<file path="config.mk">
export PLATFORM = sky130hd
export DESIGN_NAME = mc_ctrl
export DESIGN_NICKNAME = d
export VERILOG_FILES = /design/src/rtl/mc_ctrl_pkg.sv /design/src/rtl/mc_alu_dec.sv /design/src/rtl/mc_ctrl.sv
export SDC_FILE = /design/constraint.sdc
export NUM_CORES = 1
export LEC_CHECK = 0
export ABC_AREA = 1
export CAP_MARGIN = 0
export CORE_MARGIN = 1.5
export CORE_UTILIZATION = 51
export DETAILED_ROUTE_END_ITERATION = 7
export HOLD_SLACK_MARGIN = 0.03
export PLACE_DENSITY = 0.85
export SYNTH_ARGS = -nofsm -noshare
export SYNTH_HDL_FRONTEND = slang
export SYNTH_HIERARCHICAL = 1
export SYNTH_SLANG_ARGS = --single-unit
</file>
<file path="constraint.sdc">
create_clock -name clk -period 1.95 [get_ports clk]
set_input_delay 0.39 -clock clk [delete_from_list [all_inputs] [get_ports clk]]
set_output_delay 0.39 -clock clk [all_outputs]
set_load 0.01 [all_outputs]
</file>
<file path="src/rtl/mc_ctrl_pkg.sv">
// mc_ctrl_pkg: shared definitions for the multi-cycle MIPS control unit.
//   - opcode / funct constants for the supported instruction subset
//   - FSM state encoding (4-bit)
//   - ALUOp codes (shared with the ALU)
//   - NPCOp, GPRSel and WDSel mux codes
//   - classify(): groups an Op/Funct pair into the path the FSM follows
package mc_ctrl_pkg;

    // Opcodes (IR[31:26])
    localparam logic [5:0] OP_RTYPE = 6'h00;
    localparam logic [5:0] OP_J     = 6'h02;
    localparam logic [5:0] OP_JAL   = 6'h03;
    localparam logic [5:0] OP_BEQ   = 6'h04;
    localparam logic [5:0] OP_BNE   = 6'h05;
    localparam logic [5:0] OP_ADDI  = 6'h08;
    localparam logic [5:0] OP_SLTI  = 6'h0A;
    localparam logic [5:0] OP_ANDI  = 6'h0C;
    localparam logic [5:0] OP_ORI   = 6'h0D;
    localparam logic [5:0] OP_LUI   = 6'h0F;
    localparam logic [5:0] OP_LW    = 6'h23;
    localparam logic [5:0] OP_SW    = 6'h2B;

    // R-type funct codes (IR[5:0])
    localparam logic [5:0] FN_SLL  = 6'h00;
    localparam logic [5:0] FN_SRL  = 6'h02;
    localparam logic [5:0] FN_SLLV = 6'h04;
    localparam logic [5:0] FN_SRLV = 6'h06;
    localparam logic [5:0] FN_JR   = 6'h08;
    localparam logic [5:0] FN_JALR = 6'h09;
    localparam logic [5:0] FN_ADDU = 6'h21;
    localparam logic [5:0] FN_SUBU = 6'h23;
    localparam logic [5:0] FN_AND  = 6'h24;
    localparam logic [5:0] FN_OR   = 6'h25;
    localparam logic [5:0] FN_NOR  = 6'h27;
    localparam logic [5:0] FN_SLT  = 6'h2A;
    localparam logic [5:0] FN_SLTU = 6'h2B;

    // ALUOp codes
    localparam logic [3:0] ALU_NOP  = 4'b0000;
    localparam logic [3:0] ALU_ADD  = 4'b0001;
    localparam logic [3:0] ALU_SUB  = 4'b0010;
    localparam logic [3:0] ALU_AND  = 4'b0011;
    localparam logic [3:0] ALU_OR   = 4'b0100;
    localparam logic [3:0] ALU_SLT  = 4'b0101;
    localparam logic [3:0] ALU_SLTU = 4'b0110;
    localparam logic [3:0] ALU_NOR  = 4'b0111;
    localparam logic [3:0] ALU_LUI  = 4'b1000;
    localparam logic [3:0] ALU_SLL  = 4'b1001;
    localparam logic [3:0] ALU_SRL  = 4'b1010;
    localparam logic [3:0] ALU_SLLV = 4'b1011;
    localparam logic [3:0] ALU_SRLV = 4'b1100;

    // Next-PC select
    localparam logic [1:0] NPC_PC4    = 2'b00;
    localparam logic [1:0] NPC_BRANCH = 2'b01;
    localparam logic [1:0] NPC_JUMP   = 2'b10;
    localparam logic [1:0] NPC_JR     = 2'b11;

    // Destination register select
    localparam logic [1:0] GPR_RD = 2'b00;
    localparam logic [1:0] GPR_RT = 2'b01;
    localparam logic [1:0] GPR_31 = 2'b10;

    // Write-back data select
    localparam logic [1:0] WD_ALU = 2'b00;
    localparam logic [1:0] WD_MDR = 2'b01;
    localparam logic [1:0] WD_PC  = 2'b10;

    typedef enum logic [3:0] {
        S_FETCH  = 4'd0,
        S_DECODE = 4'd1,
        S_EXEC   = 4'd2,
        S_ALUWB  = 4'd3,
        S_MEMADR = 4'd4,
        S_MEMRD  = 4'd5,
        S_MEMWB  = 4'd6,
        S_MEMWR  = 4'd7,
        S_BRANCH = 4'd8,
        S_JUMP   = 4'd9,
        S_HALT   = 4'd10
    } state_t;

    typedef enum logic [2:0] {
        IC_ALU,
        IC_MEM,
        IC_BRANCH,
        IC_JUMP,
        IC_ILLEGAL
    } instr_class_t;

    // Anything not listed here is an undefined instruction.
    function automatic instr_class_t classify(input logic [5:0] op, input logic [5:0] funct);
        instr_class_t ic;
        ic = IC_ILLEGAL;
        case (op)
            OP_RTYPE: begin
                case (funct)
                    FN_ADDU, FN_SUBU, FN_AND, FN_OR, FN_NOR, FN_SLT, FN_SLTU,
                    FN_SLL, FN_SRL, FN_SLLV, FN_SRLV: ic = IC_ALU;
                    FN_JR, FN_JALR:                   ic = IC_JUMP;
                    default:                          ic = IC_ILLEGAL;
                endcase
            end
            OP_ADDI, OP_SLTI, OP_ANDI, OP_ORI, OP_LUI: ic = IC_ALU;
            OP_LW, OP_SW:                              ic = IC_MEM;
            OP_BEQ, OP_BNE:                            ic = IC_BRANCH;
            OP_J, OP_JAL:                              ic = IC_JUMP;
            default:                                   ic = IC_ILLEGAL;
        endcase
        return ic;
    endfunction

endpackage

</file>
<file path="src/rtl/mc_alu_dec.sv">
// mc_alu_dec: combinational ALU-control decoder.
//   Maps the latched Op/Funct onto the ALU-side controls. The FSM only
//   forwards these in S_EXEC and S_MEMADR.
// Ports:
//   op, funct  in   instruction fields
//   alu_op     out  ALUOp code
//   a_sel      out  ALU A source (1 = shamt, used by sll/srl)
//   b_sel      out  ALU B source (1 = extended imm16)
//   ext_op     out  1 = sign-extend imm16, 0 = zero-extend
module mc_alu_dec
    import mc_ctrl_pkg::*;
(
    input  logic [5:0] op,
    input  logic [5:0] funct,
    output logic [3:0] alu_op,
    output logic       a_sel,
    output logic       b_sel,
    output logic       ext_op
);

    always_comb begin
        alu_op = ALU_NOP;
        a_sel  = 1'b0;
        b_sel  = 1'b0;
        ext_op = 1'b0;
        case (op)
            OP_RTYPE: begin
                case (funct)
                    FN_ADDU: alu_op = ALU_ADD;
                    FN_SUBU: alu_op = ALU_SUB;
                    FN_AND:  alu_op = ALU_AND;
                    FN_OR:   alu_op = ALU_OR;
                    FN_NOR:  alu_op = ALU_NOR;
                    FN_SLT:  alu_op = ALU_SLT;
                    FN_SLTU: alu_op = ALU_SLTU;
                    FN_SLL: begin
                        alu_op = ALU_SLL;
                        a_sel  = 1'b1;
                    end
                    FN_SRL: begin
                        alu_op = ALU_SRL;
                        a_sel  = 1'b1;
                    end
                    FN_SLLV: alu_op = ALU_SLLV;
                    FN_SRLV: alu_op = ALU_SRLV;
                    default: alu_op = ALU_NOP;
                endcase
            end
            OP_ADDI: begin
                alu_op = ALU_ADD;
                b_sel  = 1'b1;
                ext_op = 1'b1;
            end
            OP_ANDI: begin
                alu_op = ALU_AND;
                b_sel  = 1'b1;
            end
            OP_ORI: begin
                alu_op = ALU_OR;
                b_sel  = 1'b1;
            end
            OP_SLTI: begin
                alu_op = ALU_SLT;
                b_sel  = 1'b1;
                ext_op = 1'b1;
            end
            OP_LUI: begin
                alu_op = ALU_LUI;
                b_sel  = 1'b1;
            end
            // Effective address = rs + sign-extended offset
            OP_LW, OP_SW: begin
                alu_op = ALU_ADD;
                b_sel  = 1'b1;
                ext_op = 1'b1;
            end
            default: alu_op = ALU_NOP;
        endcase
    end

endmodule

</file>
<file path="src/rtl/mc_ctrl.sv">
// mc_ctrl: multi-cycle MIPS control unit (FETCH/DECODE/EXEC/MEM/WB).
//   Moore-style decode of the FSM state qualified by Op/Funct; only PCWrite
//   in S_BRANCH looks at Zero. All outputs are held at 0 while rst is high.
// Build option:
//   ILLEGAL_TRAP_EN  defined: undefined instructions park the FSM in S_HALT
//                    and raise a sticky Illegal flag until rst.
//                    undefined: undefined instructions act as a NOP and
//                    Illegal is tied to 0.
// Ports:
//   clk, rst         clock (rising edge), asynchronous active-high reset
//   Op, Funct        latched instruction fields
//   Zero             ALU zero flag
//   PCWrite, IRWrite, RegWrite, MemWrite   datapath enables
//   EXTOp, ALUOp, ASel, BSel               ALU-side controls
//   NPCOp, GPRSel, WDSel                   mux selects
//   Illegal          illegal-instruction flag
module mc_ctrl
    import mc_ctrl_pkg::*;
#(
    parameter int OP_W    = 6,
    parameter int FN_W    = 6,
    parameter int ALUOP_W = 4
) (
    input  logic               clk,
    input  logic               rst,
    input  logic [OP_W-1:0]    Op,
    input  logic [FN_W-1:0]    Funct,
    input  logic               Zero,
    output logic               PCWrite,
    output logic               IRWrite,
    output logic               RegWrite,
    output logic               MemWrite,
    output logic               EXTOp,
    output logic [ALUOP_W-1:0] ALUOp,
    output logic               ASel,
    output logic               BSel,
    output logic [1:0]         NPCOp,
    output logic [1:0]         GPRSel,
    output logic [1:0]         WDSel,
    output logic               Illegal
);

    state_t       state_reg;
    state_t       state_next;
    instr_class_t instr_class;

    logic [3:0] dec_alu_op;
    logic       dec_a_sel;
    logic       dec_b_sel;
    logic       dec_ext_op;

    assign instr_class = classify(Op, Funct);

    mc_alu_dec u_alu_dec (
        .op     (Op),
        .funct  (Funct),
        .alu_op (dec_alu_op),
        .a_sel  (dec_a_sel),
        .b_sel  (dec_b_sel),
        .ext_op (dec_ext_op)
    );

    always_ff @(posedge clk or posedge rst) begin
        if (rst) begin
            state_reg <= S_FETCH;
        end else begin
            state_reg <= state_next;
        end
    end

`ifdef ILLEGAL_TRAP_EN
    logic illegal_reg;

    always_ff @(posedge clk or posedge rst) begin
        if (rst) begin
            illegal_reg <= 1'b0;
        end else if (state_reg == S_DECODE && instr_class == IC_ILLEGAL) begin
            illegal_reg <= 1'b1;
        end
    end

    assign Illegal = illegal_reg;
`else
    assign Illegal = 1'b0;
`endif

    // Outputs are gated by rst directly so that a reset mid-instruction
    // (e.g. during S_MEMWR) drops every enable without waiting for a clock.
    always_comb begin
        state_next = state_reg;
        PCWrite    = 1'b0;
        IRWrite    = 1'b0;
        RegWrite   = 1'b0;
        MemWrite   = 1'b0;
        EXTOp      = 1'b0;
        ALUOp      = ALU_NOP;
        ASel       = 1'b0;
        BSel       = 1'b0;
        NPCOp      = NPC_PC4;
        GPRSel     = GPR_RD;
        WDSel      = WD_ALU;
        if (!rst) begin
            case (state_reg)
                S_FETCH: begin
                    IRWrite    = 1'b1;
                    PCWrite    = 1'b1;
                    NPCOp      = NPC_PC4;
                    state_next = S_DECODE;
                end
                S_DECODE: begin
                    case (instr_class)
                        IC_ALU:    state_next = S_EXEC;
                        IC_MEM:    state_next = S_MEMADR;
                        IC_BRANCH: state_next = S_BRANCH;
                        IC_JUMP:   state_next = S_JUMP;
`ifdef ILLEGAL_TRAP_EN
                        default:   state_next = S_HALT;
`else
                        default:   state_next = S_FETCH;
`endif
                    endcase
                end
                S_EXEC: begin
                    ALUOp      = dec_alu_op;
                    ASel       = dec_a_sel;
                    BSel       = dec_b_sel;
                    EXTOp      = dec_ext_op;
                    state_next = S_ALUWB;
                end
                S_ALUWB: begin
                    RegWrite   = 1'b1;
                    WDSel      = WD_ALU;
                    GPRSel     = (Op == OP_RTYPE) ? GPR_RD : GPR_RT;
                    state_next = S_FETCH;
                end
                S_MEMADR: begin
                    ALUOp      = dec_alu_op;
                    ASel       = dec_a_sel;
                    BSel       = dec_b_sel;
                    EXTOp      = dec_ext_op;
                    state_next = (Op == OP_LW) ? S_MEMRD : S_MEMWR;
                end
                S_MEMRD: begin
                    state_next = S_MEMWB;
                end
                S_MEMWB: begin
                    RegWrite   = 1'b1;
                    WDSel      = WD_MDR;
                    GPRSel     = GPR_RT;
                    state_next = S_FETCH;
                end
                S_MEMWR: begin
                    MemWrite   = 1'b1;
                    state_next = S_FETCH;
                end
                S_BRANCH: begin
                    ALUOp      = ALU_SUB;
                    BSel       = 1'b0;
                    NPCOp      = NPC_BRANCH;
                    PCWrite    = (Op == OP_BEQ) ? Zero : ~Zero;
                    state_next = S_FETCH;
                end
                S_JUMP: begin
                    PCWrite = 1'b1;
                    if (Op == OP_RTYPE) begin
                        NPCOp = NPC_JR;
                        if (Funct == FN_JALR) begin
                            RegWrite = 1'b1;
                            GPRSel   = GPR_RD;
                            WDSel    = WD_PC;
                        end
                    end else begin
                        NPCOp = NPC_JUMP;
                        if (Op == OP_JAL) begin
                            RegWrite = 1'b1;
                            GPRSel   = GPR_31;
                            WDSel    = WD_PC;
                        end
                    end
                    state_next = S_FETCH;
                end
                // Trap sink: every output stays 0 until rst.
                S_HALT: begin
                    state_next = S_HALT;
                end
                default: begin
                    state_next = S_FETCH;
                end
            endcase
        end
    end

endmodule

</file>
==> results_dict.tcl, run 1 <==
set metrics [dict create \
    synth_top_area_frac 0.182 \
    clockBufferDepth 2 \
    grt_use_total 0.739 \
    yosysWarningCount 6 \
    status "did not finish" \
    cts_hold_buf 0 \
    synth-seq-area-share 0.0900 \
    port_buffers 31 \
    syn_area_mm2 0.00111 \
    post-dp-hpwl_um 2920 \
    synthTopCellsByArea "nand2_1 18%, nor2_1 15%, inv_1 13%" \
    synth_nets 234 \
    placed_area_mm2 0.00179 \
    yosys.area.top_type "nand2_1" \
    cts_root_buf "clkbuf_4" \
    synth-edff-count 0 \
    initial_utilization 0.556 \
    syn_inst 219 \
    async_flop_share 1.00 \
    error "[ERROR GRT-0232] Routing congestion too high. Check the congestion heatmap in the GUI." \
    worstEndpointType "output port" \
    dp.cells 321 \
    cts.sinks 4 \
    cts_made_buffers 3 \
    die_w_um 49.7 \
    die_h_um 49.7 \
    ys_types 24 \
    cts_max_level 1 \
    synth_commonest_cells "54 x nand2_1, 45 x nor2_1, 38 x inv_1" \
    std_cell_rows 16 \
    postGrtWorstEndpoint "ALUOp[1]" \
    overflow 45 \
    post-synth-top-count-cell "nand2_1" \
    grt_max_degree 11 \
    stop_stage "5_1_grt" \
    globalplace.congestion 0.854 \
    boundaryPins 33 \
    synth_flop_cell "dfrtp_1" \
    syn_area_per_cell_um2 5.08 \
    ys_seq_elements 4 \
]
==> routing by layer <==
layer | overflow | track usage
met5 | 0 | 0
met4 | 17 | 0.875
met3 | 0 | 0.436
met2 | 28 | 0.982
met1 | 0 | 0.725
==> cells by family after synthesis <==
kind of cell	count (synthesis)	share of synthesized area
simple gates	151	0.645
flops	4	0.0900
buf+inv	44	0.155
other cells	1	0.00337
compound gates	19	0.107
==> stage by stage <==
stage               setup slack (ns)   util
floorplan                      0.393      -
global placement              -0.766  0.893
detailed placement            -0.856  0.893
CTS                          -0.0364  0.932
==> timing repair <==
| action | in CTS |
|---|---|
| resized for setup | 99 |
| pin swaps | 7 |
| setup endpoints to repair | 17 |
| setup buffers | 5 |
==> run 2, diff against run 1 <==
- CORE_AREA: default -> 2 2 63 65
- CORE_MARGIN: 1.5 -> default
- CORE_UTILIZATION: 51 -> default
- DIE_AREA: default -> 0 0 65 67
- HOLD_SLACK_MARGIN: 0.03 -> default
- PLACE_DENSITY: 0.85 -> default
- PLACE_DENSITY_LB_ADDON: default -> 0.15
==> run 2 against run 1 <==
- the flow now finishes without violations
- synthesized area is the same
- synthesized cell count is the same
==> results_dict.tcl, run 2 <==
set metrics [dict create \
    status "complete, no violations" \
    globalplace.congestion 0.887 \
    wl_per_cell_um 9.88 \
    final_area_mm2 0.00200 \
    cts_hold_buf 0 \
    placed_area_mm2 0.00184 \
    cts_tree "done" \
    synth_nets 234 \
    clk_pin_slew_ns 0.03 \
    overflow 0 \
    finalSetupViolations 0 \
    leakage_nw 1.08 \
    r2r_cells 10 \
    cts_made_buffers 3 \
    fmax_mhz 537 \
    startpoint "state_reg[1]" \
    cp_common_cell "buf_4" \
    post-synth-top-count-cell "nand2_1" \
    clockBufferDepth 2 \
    cp-start-kind "flip-flop" \
    grt_max_degree 11 \
    slew_viol_final 0 \
    layout_common_cells "62 x buf_4, 51 x nand2_1, 34 x nor2_1" \
    syn_area_mm2 0.00111 \
    synth-edff-count 0 \
    hold_viol_final 0 \
    synth-seq-area-share 0.0900 \
    die_w_um 65 \
    synth_flop_cell "dfrtp_1" \
    critical-path-top-delay-family "buffers and inverters" \
    syn_area_per_cell_um2 5.08 \
    final_common_cell "buf_4" \
    vias_per_cell 4.45 \
    num_vias 1619 \
    cp_num_buf_inv 4 \
    core_mm2 0.00361 \
    die_area_mm2 0.00436 \
    rsz0062_at_grt "yes" \
    fin_crit_sh 0.955 \
    clock_latency_ns 0.21 \
    power_density_mw_per_mm2 564 \
    final_net_count 333 \
    initial_utilization 0.308 \
    drt_iter0_markers 86 \
    rr_startpoint "state_reg[1]" \
    crit_required_ns 1.56 \
    skew_ns 0.00171 \
    port_buffers 31 \
    grt_use_total 0.175 \
    synth_top_area_frac 0.182 \
    place_ws_ns -0.703 \
    max_stage_delay_ns 0.39 \
    drc 0 \
    ys_seq_elements 4 \
    synthTopCellsByArea "nand2_1 18%, nor2_1 15%, inv_1 13%" \
    setup_ws_ns 0.0876 \
    fin_crit_ns 1.86 \
    ys_types 24 \
    largest_register_ffs 4 \
    synth_commonest_cells "54 x nand2_1, 45 x nor2_1, 38 x inv_1" \
    drtPass1Iterations 4 \
    hold_depth 2 \
    cp_max_fo 4 \
    crit_chain "buf_4, nand2_1, inv_1, nand3_2, nor2_4, buf_4, dlygate4sd2_1" \
    cp_num_cells 7 \
    antenna_found_initial 0 \
    yosys.area.top_type "nand2_1" \
    drive_above_1_share 0.475 \
    std_cell_rows 22 \
    maxCapViolCount 0 \
    hold_start "state_reg[2]" \
    antennaDiodeCount 0 \
    die_h_um 67 \
    grt_pass1_wl_um 6110 \
    hp-class "reg2reg" \
    cts.sinks 4 \
    wirelength_um 3600 \
    synthToLayoutAreaGrowth_pct 80.2 \
    setup.worst_path.end_class "output pin" \
    cts_max_level 1 \
    arrival_ns 1.47 \
    post-route-util 0.556 \
    ant_nets 0 \
    cts_root_buf "clkbuf_8" \
    boundaryPins 33 \
    critPathKind "reg2out" \
    yosysWarningCount 6 \
    post-dp-hpwl_um 2800 \
    syn_inst 219 \
    vdd.ir_drop.worst_v 0.000287 \
    async_flop_share 1.00 \
    slowest_stage "dfrtp_1" \
    grt_pass1_vias 1409 \
]
-- run 2: cell counts after synthesis --
Identical to the previous run, type by type.
-- run 2: report_power, final --
part	switching, W	internal (W)
clock	0.0000377	0.000131
sequential	0.0000281	0.000110
combinational	0.000405	0.000418
total	0.000471	0.000660
-- run 2: final cells by class --
cell class	instances	area (um^2)
multi-input cells	171	955
fillers	393	1600
flip-flops and latches	4	100
clock buffers	3	41.3
repair buffers	96	691
well taps	48	60.1
inverters	42	158
-- run 2: per-layer routing --
layer / wire [um] / global-route usage
met5: 0 / 0
met4: 10 / 0.00798
met3: 203 / 0.0338
met2: 1610 / 0.289
met1: 1770 / 0.248
-- run 2: worst paths after layout --
path / endpoint / slack, ns
max in group asynchronous: state_reg[2] / 1.23
max reg2reg: state_reg[0] / 0.60
max: WDSel[0] / 0.09
min in group asynchronous: state_reg[0] / 0.59
min reg2reg: state_reg[2] / 0.55
min: state_reg[2] / 0.55
-- run 2: tightest hold or removal path: stages (launching register included) --
cell and delay, ns:
dfrtp_1 0.39, nand2_1 0.07, nand2_1 0.06
-- run 2: what timing repair did --
action | in CTS | in global routing
endpoints found under the hold margin | 0 | 0
cloned | 0 | 0
setup buffers | 12 | 3
endpoints found under the setup margin | 17 | 14
resized for setup | 102 | 43
pin swaps | 8 | 14
-- run 2: cell families (layout without fill, tap and decap cells) --
group,after synthesis,after routing,synth area share
flip-flops,4,4,0.0900
AO/OA/AOI/OAI,19,19,0.107
other,1,1,0.00337
buffers and inverters,44,141,0.155
AND/OR/NAND/NOR,151,151,0.645
-- run 2: per-stage QoR --
stage | setup TNS (ns) | std cells | power (W) | hold WS [ns]
final | 0 | 364 | 0.00113 | 0.545
after global routing | -0.0466 | 364 | 0.00124 | 0.574
after CTS | -0.0135 | 361 | 0.00109 | 0.543
after detailed placement | -8.88 | 346 | 0.000882 | 0.520
after global placement | -8.73 | 346 | 0.000885 | 0.517
after floorplan | 0 | 219 | 0.000455 | 0.292
No activity file was read; power rests on OpenSTA's default activity.
==> run 3, diff against run 2 <==
- CTS_BUF_LIST: default -> sky130_fd_sc_hd__clkbuf_2 sky130_fd_sc_hd__clkbuf_4 sky130_fd_sc_hd__clkbuf_8
==> results of run 3 <==
Same layout as run 2: the final DEF is identical, and so are final timing and power.
==> run 4, diff against run 3 <==
- CELL_PAD_IN_SITES_DETAIL_PLACEMENT: default -> 1
- CELL_PAD_IN_SITES_GLOBAL_PLACEMENT: default -> 1
==> run 4 against run 3 <==
- register-to-register slack lost 0.10 ns
- setup slack got worse by 0.079 ns
- largest cell class unchanged
- global-route usage grew 9.6 points
- non-clock buffer count up 3
==> results_dict.tcl, run 4 (synthesized netlist as in run 2, its figures left out) <==
set metrics [dict create \
    status "complete, no violations" \
    num_vias 1827 \
    cp_max_fo 4 \
    slew_viol_final 0 \
    grt_use_total 0.271 \
    final_net_count 336 \
    fin_crit_sh 0.996 \
    arrival_ns 1.55 \
    r2r_slack_ns 0.50 \
    vdd.ir_drop.worst_v 0.000406 \
    boundaryPins 33 \
    overflow 0 \
    std_cell_rows 22 \
    hp-class "in2async" \
    die_w_um 65 \
    die_area_mm2 0.00436 \
    power_density_mw_per_mm2 638 \
    skew_ns 0.00196 \
    clockBufferDepth 2 \
    drtPass1Iterations 4 \
    leakage_nw 1.10 \
    place_ws_ns -0.731 \
    rr_startpoint "state_reg[1]" \
    die_h_um 67 \
    largest_register_ffs 4 \
    critPathKind "reg2out" \
    maxCapViolCount 0 \
    rsz0062_at_grt "yes" \
    grt_pass1_vias 1938 \
    grt_max_degree 10 \
    port_buffers 31 \
    final_common_cell "buf_4" \
    wl_per_cell_um 15.5 \
    clock_latency_ns 0.22 \
    drt_iter0_markers 105 \
    setup_ws_ns 0.00869 \
    cts_root_buf "clkbuf_8" \
    ant_nets 0 \
    cts_max_level 1 \
    layout_common_cells "64 x buf_4, 46 x nand2_1, 34 x nor2_1" \
    post-dp-hpwl_um 3430 \
    clk_pin_slew_ns 0.03 \
    grt_pass1_wl_um 9090 \
    antenna_found_initial 0 \
    cts_made_buffers 3 \
    cts_tree "done" \
    finalSetupViolations 0 \
    power.total_w 0.00134 \
    finalSetupTns_ns 0 \
    globalplace.congestion 0.827 \
    vias_per_cell 4.98 \
    core_mm2 0.00361 \
    setup.worst_path.end_class "output pin" \
    hold_viol_final 0 \
    final_area_mm2 0.00210 \
    cts.sinks 4 \
    r2r_cells 9 \
    placed_area_mm2 0.00185 \
    crit_required_ns 1.56 \
    wirelength_um 5700 \
    drc 0 \
    cp-start-kind "flip-flop" \
    antennaDiodeCount 0 \
    drive_above_1_share 0.527 \
    r2r-end "state_reg[0]" \
    initial_utilization 0.308 \
    synthToLayoutAreaGrowth_pct 89.1 \
    fin_crit_ns 1.94 \
    fmax_mhz 515 \
]
==> run 4: cell count changes in the layout (fill, tap and decap cells not counted), sizes merged <==
| cell | before | now |
|---|---|---|
| buf | 82 | 86 |
| clkdlybuf4s50 | 2 | 1 |
| clkdlybuf4s15 | 0 | 2 |
| clkbuf | 13 | 10 |
| dlygate4sd2 | 2 | 3 |
==> run 4: cell type report <==
class | instances | area, um^2
fillers | 525 | 1500
inverters | 42 | 163
clock buffers | 3 | 41.3
repair buffers | 99 | 722
well taps | 48 | 60.1
flip-flops and latches | 4 | 104
multi-input cells | 171 | 1010
==> run 4: worst max-delay path by stage <==
stage                end         start  cells after the start
2_1_floorplan  GPRSel[0]  state_reg[0]                      7
3_3_place_gp    ALUOp[0]      Funct[1]                     12
3_5_place_dp    ALUOp[0]      Funct[3]                     11
4_1_cts         ALUOp[2]         Op[1]                     10
5_1_grt        GPRSel[0]  state_reg[3]                      8
6_report       GPRSel[0]  state_reg[3]                      8
==> run 4: repair_timing <==
| item | 4_1_cts | 5_1_grt |
|---|---|---|
| setup buffers | 15 | 2 |
| endpoints found under the setup margin | 17 | 16 |
| pin swaps | 13 | 15 |
| resized for setup | 128 | 39 |
| hold buffers | 0 | 0 |
==> run 4: where the power goes <==
part | internal [W] | switching, W
clock network | 0.000132 | 0.0000462
logic | 0.000438 | 0.000546
registers | 0.000116 | 0.0000631
total | 0.000686 | 0.000656
==> run 4: routing by layer <==
metal	vias up	part of all wire	GRT usage
met5	-	0	0
met4	0	0.012	0.0612
met3	6	0.044	0.0405
met2	65	0.50	0.495
met1	883	0.45	0.334
li1	873	-	-
==> run 4: metrics by stage <==
stage | hold slack, ns | cells | utilization
CTS | 0.481 | 365 | 0.574
global route | 0.508 | 367 | 0.583
finish | 0.498 | 367 | 0.583
global placement | 0.548 | 347 | 0.513
floorplan | 0.292 | 219 | -
detailed placement | 0.555 | 347 | 0.513
==> run 4: worst max-delay path, stage by stage (launching register included) <==
cell	delay, ns
dfrtp_1	0.38
inv_1	0.17
buf_4	0.16
nand3_4	0.09
nor2_4	0.12
buf_4	0.11
a41oi_2	0.03
a21oi_1	0.13
buf_2	0.14
